### src/rtl/vdg_pkg.sv
// ---------------------------------------------------------------------------
// vdg_pkg: shared constants, cell packing and fetch FSM encoding. Rev 1.0
// ---------------------------------------------------------------------------
`default_nettype none

package vdg_pkg;

  localparam int ATTR_AS  = 0;
  localparam int ATTR_EXT = 1;
  localparam int ATTR_INV = 2;
  localparam int ATTR_CSS = 3;

  localparam int CELL_W   = 12;
  localparam int CODE_LSB = 4;

  typedef enum logic [1:0] {
    ST_IDLE  = 2'd0,
    ST_FETCH = 2'd1,
    ST_DRAIN = 2'd2
  } fetch_state_t;

  function automatic logic [CELL_W-1:0] pack_cell(
    input logic [7:0] code,
    input logic       css,
    input logic       inv,
    input logic       ext,
    input logic       as_bit
  );
    logic [CODE_LSB-1:0] attr;
    attr           = '0;
    attr[ATTR_AS]  = as_bit;
    attr[ATTR_EXT] = ext;
    attr[ATTR_INV] = inv;
    attr[ATTR_CSS] = css;
    return {code, attr};
  endfunction

endpackage

`default_nettype wire

### src/rtl/vdg_line_buf.sv
// ---------------------------------------------------------------------------
// vdg_line_buf: two-bank simple dual-port line RAM, registered read. Rev 1.0
// ---------------------------------------------------------------------------
`default_nettype none

module vdg_line_buf
  import vdg_pkg::*;
#(
  parameter int DEPTH = 64,
  parameter int WIDTH = CELL_W,
  parameter int IDX_W = $clog2(DEPTH)
) (
  input  logic             clk,
  input  logic             we,
  input  logic             wr_bank,
  input  logic [IDX_W-1:0] wr_addr,
  input  logic [WIDTH-1:0] wr_data,
  input  logic             re,
  input  logic             rd_bank,
  input  logic [IDX_W-1:0] rd_addr,
  output logic [WIDTH-1:0] rd_data
);

  // No reset on the array or read register so the tools can map it to block RAM.
  logic [WIDTH-1:0] mem [2*DEPTH];

  always_ff @(posedge clk) begin
    if (we) begin
      mem[{wr_bank, wr_addr}] <= wr_data;
    end
    if (re) begin
      rd_data <= mem[{rd_bank, rd_addr}];
    end
  end

endmodule

`default_nettype wire

### src/rtl/mc6847_row_fetch.sv
// ---------------------------------------------------------------------------
// mc6847_row_fetch: fetches one character row ahead into a ping-pong buffer. Rev 1.0
// ---------------------------------------------------------------------------
`default_nettype none

module mc6847_row_fetch
  import vdg_pkg::*;
#(
  parameter int MAX_COLS = 64,
  parameter int ADDR_W   = 13,
  parameter int MEM_LAT  = 2
) (
  input  logic              PIX_CLK,
  input  logic              RESET_N,
  input  logic              width_64,
  input  logic              row_start,
  input  logic [ADDR_W-1:0] row_base,
  input  logic              col_adv,
  output logic              RD,
  output logic [ADDR_W-1:0] DA,
  input  logic [7:0]        DD,
  input  logic              AS,
  input  logic              EXT,
  input  logic              INV,
  input  logic              CSS,
  output logic              cell_valid,
  output logic [7:0]        cell_code,
  output logic [3:0]        cell_attr,
  output logic              fetch_busy,
  output logic              overrun
);

  localparam int IDX_W = $clog2(MAX_COLS);
  localparam int CNT_W = IDX_W + 1;
  localparam logic [CNT_W-1:0] NCOLS_NARROW = CNT_W'(32);
  localparam logic [CNT_W-1:0] NCOLS_WIDE   = (MAX_COLS >= 64) ? CNT_W'(64) : CNT_W'(MAX_COLS);

  fetch_state_t      state;
  fetch_state_t      state_next;
  logic [CNT_W-1:0]  ncols;
  logic [IDX_W-1:0]  issue_cnt;
  logic [CNT_W-1:0]  ret_cnt;
  logic [MEM_LAT-1:0] pipe_vld;
  logic [IDX_W-1:0]  pipe_idx [MEM_LAT];
  logic              bank_sel;
  logic [CNT_W-1:0]  rd_ptr;

  logic              issue_last;
  logic              ret_last;
  logic              wr_en;
  logic [IDX_W-1:0]  wr_idx;
  logic              rd_hit;
  logic [CELL_W-1:0] rd_word;

  assign issue_last = ({1'b0, issue_cnt} == ncols - CNT_W'(1));
  assign wr_en      = pipe_vld[MEM_LAT-1];
  assign wr_idx     = pipe_idx[MEM_LAT-1];
  // DRAIN ends on the edge of the final write, so busy drops the next cycle.
  assign ret_last   = wr_en && (ret_cnt == ncols - CNT_W'(1));
  assign rd_hit     = col_adv && !row_start && (rd_ptr < ncols);

  always_comb begin
    state_next = state;
    case (state)
      ST_IDLE:  state_next = ST_IDLE;
      ST_FETCH: if (issue_last) state_next = ST_DRAIN;
      ST_DRAIN: if (ret_last) state_next = ST_IDLE;
      default:  state_next = ST_IDLE;
    endcase
    if (row_start) begin
      state_next = ST_FETCH;
    end
  end

  assign fetch_busy = (state != ST_IDLE);

  always_ff @(posedge PIX_CLK) begin
    if (!RESET_N) begin
      state     <= ST_IDLE;
      RD        <= 1'b0;
      DA        <= '0;
      issue_cnt <= '0;
      ret_cnt   <= '0;
      ncols     <= NCOLS_NARROW;
      bank_sel  <= 1'b0;
      overrun   <= 1'b0;
      pipe_vld  <= '0;
    end else begin
      state <= state_next;
      RD    <= (state_next == ST_FETCH);

      if (row_start) begin
        DA        <= row_base;
        issue_cnt <= '0;
        ncols     <= width_64 ? NCOLS_WIDE : NCOLS_NARROW;
        bank_sel  <= ~bank_sel;
      end else if (state == ST_FETCH && !issue_last) begin
        DA        <= DA + ADDR_W'(1);
        issue_cnt <= issue_cnt + IDX_W'(1);
      end

      if (row_start) begin
        ret_cnt <= '0;
      end else if (wr_en) begin
        ret_cnt <= ret_cnt + CNT_W'(1);
      end

      if (row_start && state != ST_IDLE) begin
        overrun <= 1'b1;
      end

      for (int k = MEM_LAT - 1; k > 0; k--) begin
        pipe_vld[k] <= pipe_vld[k-1];
      end
      pipe_vld[0] <= RD;
      // Returns still in flight belong to the abandoned row and must never land.
      if (row_start) begin
        pipe_vld <= '0;
      end
    end
  end

  always_ff @(posedge PIX_CLK) begin
    for (int k = MEM_LAT - 1; k > 0; k--) begin
      pipe_idx[k] <= pipe_idx[k-1];
    end
    pipe_idx[0] <= issue_cnt;
  end

  always_ff @(posedge PIX_CLK) begin
    if (!RESET_N) begin
      rd_ptr     <= '0;
      cell_valid <= 1'b0;
    end else begin
      if (row_start) begin
        rd_ptr <= '0;
      end else if (rd_hit) begin
        rd_ptr <= rd_ptr + CNT_W'(1);
      end
      if (col_adv) begin
        cell_valid <= rd_hit;
      end
    end
  end

  vdg_line_buf #(
    .DEPTH (MAX_COLS),
    .WIDTH (CELL_W)
  ) u_line_buf (
    .clk     (PIX_CLK),
    .we      (wr_en),
    .wr_bank (~bank_sel),
    .wr_addr (wr_idx),
    .wr_data (pack_cell(DD, CSS, INV, EXT, AS)),
    .re      (rd_hit),
    .rd_bank (bank_sel),
    .rd_addr (rd_ptr[IDX_W-1:0]),
    .rd_data (rd_word)
  );

  // The RAM read register holds between col_adv pulses; masking gives zeros past the row end.
  assign cell_code = cell_valid ? rd_word[CELL_W-1:CODE_LSB] : 8'h00;
  assign cell_attr = cell_valid ? rd_word[CODE_LSB-1:0] : 4'h0;

endmodule

`default_nettype wire

### config.mk
export PLATFORM = sky130hd
export DESIGN_NAME = mc6847_row_fetch
export DESIGN_NICKNAME = d
export VERILOG_FILES = /design/src/rtl/vdg_pkg.sv /design/src/rtl/vdg_line_buf.sv /design/src/rtl/mc6847_row_fetch.sv
export SDC_FILE = /design/constraint.sdc
export NUM_CORES = 2
export LEC_CHECK = 0
export CORE_MARGIN = 10
export CORE_UTILIZATION = 35
export CTS_BUF_LIST = sky130_fd_sc_hd__clkbuf_16
export CTS_CLUSTER_SIZE = 20
export DETAILED_ROUTE_END_ITERATION = 12
export DONT_BUFFER_PORTS = 1
export SYNTH_ARGS = -nofsm -noshare
export SYNTH_HDL_FRONTEND = slang
export SYNTH_HIERARCHICAL = 1
export SYNTH_SLANG_ARGS = --single-unit
### constraint.sdc
create_clock -name PIX_CLK -period 7.1 [get_ports PIX_CLK]
set_input_delay 0.355 -clock PIX_CLK [delete_from_list [all_inputs] [get_ports PIX_CLK]]
set_output_delay 0.355 -clock PIX_CLK [all_outputs]
set_load 0.02 [all_outputs]
==> results.cfg <==
[setup_path]
worstPathRequired_ns = 7.64
arrival_ns = 4.36
critPathMaxFanout = 112
reg2reg_depth = 5
crit_type = register to register
end_kind = register
startpoint_type = register

[timing]
slew_viol_final = 0
rsz0062_at_grt = no
final.setup.tns_ns = 0
timing.fmax_mhz = 261.9
fin_crit_sh_pct = 53.78
finalHoldViolations = 4
period_needed_ns = 3.818
worst_slew_pin_slew_ns = 1.379
holdWs_ns = -0.007979
setup_viol = 0
fin_worst_skew_ns = 0.02368
slew_headroom_pct = 7.752

[detailed_routing]
drc = 0
dr_total_vias = 27634
drtIter0Drc = 3062
totalWireLength_mm = 143.9
routedWlPerCell_um = 27.46
vias_per_cell = 5.273
ant_nets = 0
drtPass1Iterations = 7

[place]
numPortBuffers = 0
gp_congestion = 0.7425
hpwl_mm = 81.09

[power_and_ir_drop]
power_frac_seq_pct = 54.7
switching_share_pct = 20.50
ir_worst_vdd_mv = 0.2485
combPwrFrac_pct = 2.3
power_leakage_nw = 20.94
powerDensity_nw_per_um2 = 269.2
internal_power_w = 0.01511
clkPwrFrac_pct = 42.9
p_switching_w = 0.003895

[min_path]
hold_path_depth = 1
min_path_type = primary input to register

[finish]
layout.nets = 2818
drive_gt1_share_pct = 31.29
areaGrowthSynthToFinish_pct = 14.57
final.fill_count = 14983

[synth]
synth_top_area_share_pct = 75.43
synth_largest_area_cell = edfxtp_1
synth_top_family_by_area = multiplexers
synthTopCellsByArea = edfxtp_1 (75%), mux4_2 (18%), dfxtp_1 (1.8%)
syn_area_per_cell_um2 = 23.54
synth-adder-area-share_pct = 0.1624
syn_area_um2 = 61620
yosys.area_share.simple_pct = 2.014
ys_warn_count = 6
ys.flop_type = edfxtp_1
synth_seq_cells = 1603
synthCells = 2618
yosysMostFrequentCell = edfxtp_1
ys_seq_area_share_pct = 77.22
synth-compound-area-share_pct = 0.4101
synth_cell_type_count = 41
netlist_top_cells_count = edfxtp_1 (1548), mux4_2 (504), nor2_1 (140), clkbuf_1 (79), dfxtp_1 (55)
synth_xor_area_share_pct = 0.4122
ys_async_sr_fraction_pct = 0
synthMuxAreaShare_pct = 18.70
synth_edf_count = 1548
syn_nets = 2656

[floorplanning]
die_area_um2 = 193200
start_util_pct = 35.34
rows = 153
ios = 59
core_um2 = 174400
dieWidth_um = 439.6
die_height_um = 439.6

[global_routing]
use_met2_pct = 23.32
grt_max_degree = 129
use_met3_pct = 3.480
grt_usage_pct = 14.80
grt.met1_usage_pct = 20.50
grt_overflow = 0
grt_pass1_vias = 28229
antenna_found_initial = 9
top_usage_layer = met2
grt_pass1_wl_mm = 208.8

[clock_tree]
cts_buffers = 166
root_buffer = clkbuf_16
cts.reportedPaths.clkPinSlew_ns = 0.06
clock-sinks = 1603
clockBufferDepth = 3
cts.htree.levels = 4
insertion_delay_ns = 0.80
cts_tree = done

[run]
drv_cap = 0

[run_status]
outcome = finished with violations
violations = negative hold slack
through the flow:
stage          instance area [µm²]  instances  power (W)  util (%)  setup WS (ns)
2_1_floorplan                61620       2618    0.01080         -          4.057
3_3_place_gp                 64960       4907    0.01088     37.25          3.272
3_5_place_dp                 64960       4907    0.01088     37.25          3.273
4_1_cts                      70600       5240    0.01920     40.48          3.259
5_1_grt                      70600       5241    0.01961     40.48          3.154
6_report                     70600       5241    0.01901     40.48          3.282
routing by layer:
metal  wire (µm)  share of wire (%)
met1       60520                 42
met2       69640                 48
met3       10050                7.0
met4        3681                2.6
met5          24              0.017
power groups by stage:
| stage | combinational, W | clock [W] | sequential (W) |
|---|---|---|---|
| 5_1_grt | 0.000479 | 0.00873 | 0.0104 |
| 4_1_cts | 0.000453 | 0.00835 | 0.0104 |
| 6_report | 0.000442 | 0.00816 | 0.0104 |
| 3_5_place_dp | 0.000278 | 0 | 0.0106 |
| 3_3_place_gp | 0.000278 | 0 | 0.0106 |
| 2_1_floorplan | 0.000212 | 0 | 0.0106 |
placed cells by master, fill, tap and decap left out, types with 4 or more instances in the layout:
cell | synthesis | final
edfxtp_1 | 1548 | 1548
mux4_2 | 504 | 504
clkbuf_16 | 0 | 167
nor2_1 | 140 | 96
buf_4 | 10 | 96
inv_1 | 8 | 52
dfxtp_1 | 55 | 50
nor2_2 | 0 | 44
clkinv_1 | 0 | 40
nand2_1 | 30 | 30
nand3_1 | 24 | 24
clkinv_2 | 0 | 22
dlygate4sd3_1 | 0 | 18
and2_1 | 17 | 17
a21oi_1 | 17 | 17
xor2_1 | 16 | 16
o21ai_0 | 14 | 14
xnor2_1 | 13 | 13
nor2b_1 | 12 | 12
mux2_2 | 12 | 12
buf_16 | 0 | 12
nand4_1 | 11 | 11
ha_1 | 8 | 8
bufinv_16 | 0 | 8
and3_1 | 7 | 7
clkinv_8 | 0 | 7
buf_12 | 0 | 7
nor3_1 | 15 | 6
clkinvlp_4 | 0 | 5
nor3_2 | 0 | 5
mux2i_1 | 4 | 4
inv_6 | 0 | 4
dfxtp_4 | 0 | 4
nor3_4 | 0 | 4
sequential cells by signal, indices dropped and copies added (netlist names), 2 cells and up:
name	cells
state	2
issue_cnt	6
ncols	2
ret_cnt	7
u_line_buf/mem	1536
u_line_buf/rd_data	12
DA	13
pipe_vld	2
rd_ptr	7
pipe_idx	12
kinds of logic (layout without fill, tap and decap cells):
| kind of cell | after synthesis | count (layout) |
|---|---|---|
| AO/OA/AOI/OAI | 42 | 42 |
| XOR/XNOR | 29 | 29 |
| adder cells (fa/ha/maj) | 8 | 8 |
| buffers and inverters | 148 | 445 |
| flip-flops | 1603 | 1603 |
| multiplexers | 520 | 520 |
| other | 0 | 1 |
| AND/OR/NAND/NOR | 268 | 268 |
final timing paths:
| kind | startpoint | endpoint | slack, ns |
|---|---|---|---|
| setup reg to reg | rd_ptr[2] | u_line_buf/rd_data[10] | 3.28 |
| hold / removal | DD[7] | u_line_buf/mem[106][11] | -0.008 |
| setup / recovery | rd_ptr[2] | u_line_buf/rd_data[10] | 3.28 |
| hold reg to reg | pipe_idx[0][1] | pipe_idx[0][7] | 0.33 |
critical path, cell delays in order (launching register included):
cell and delay (ns):
dfxtp_4 0.87, buf_12 0.59, mux4_2 0.46, mux4_2 0.56, mux4_2 0.61, mux2_2 0.30
cell type report:
class	instances	area (µm²)	area share (%)
well taps	2325	2909	4.120
diodes	1	2.502	0.003544
flip-flops and latches	1603	47600	67.42
clock buffers	167	4179	5.919
multi-input cells	867	13550	19.20
repair buffers	133	1371	1.942
inverters	9	33.78	0.04785
clock inverters	136	948.4	1.343
timing repair:
item                                    CTS  global route
endpoints found under the hold margin  1570             0
hold buffers                             30             0
gates resized for setup                   0             0
setup buffers                             0             0
(Power assumes the default switching activity.)
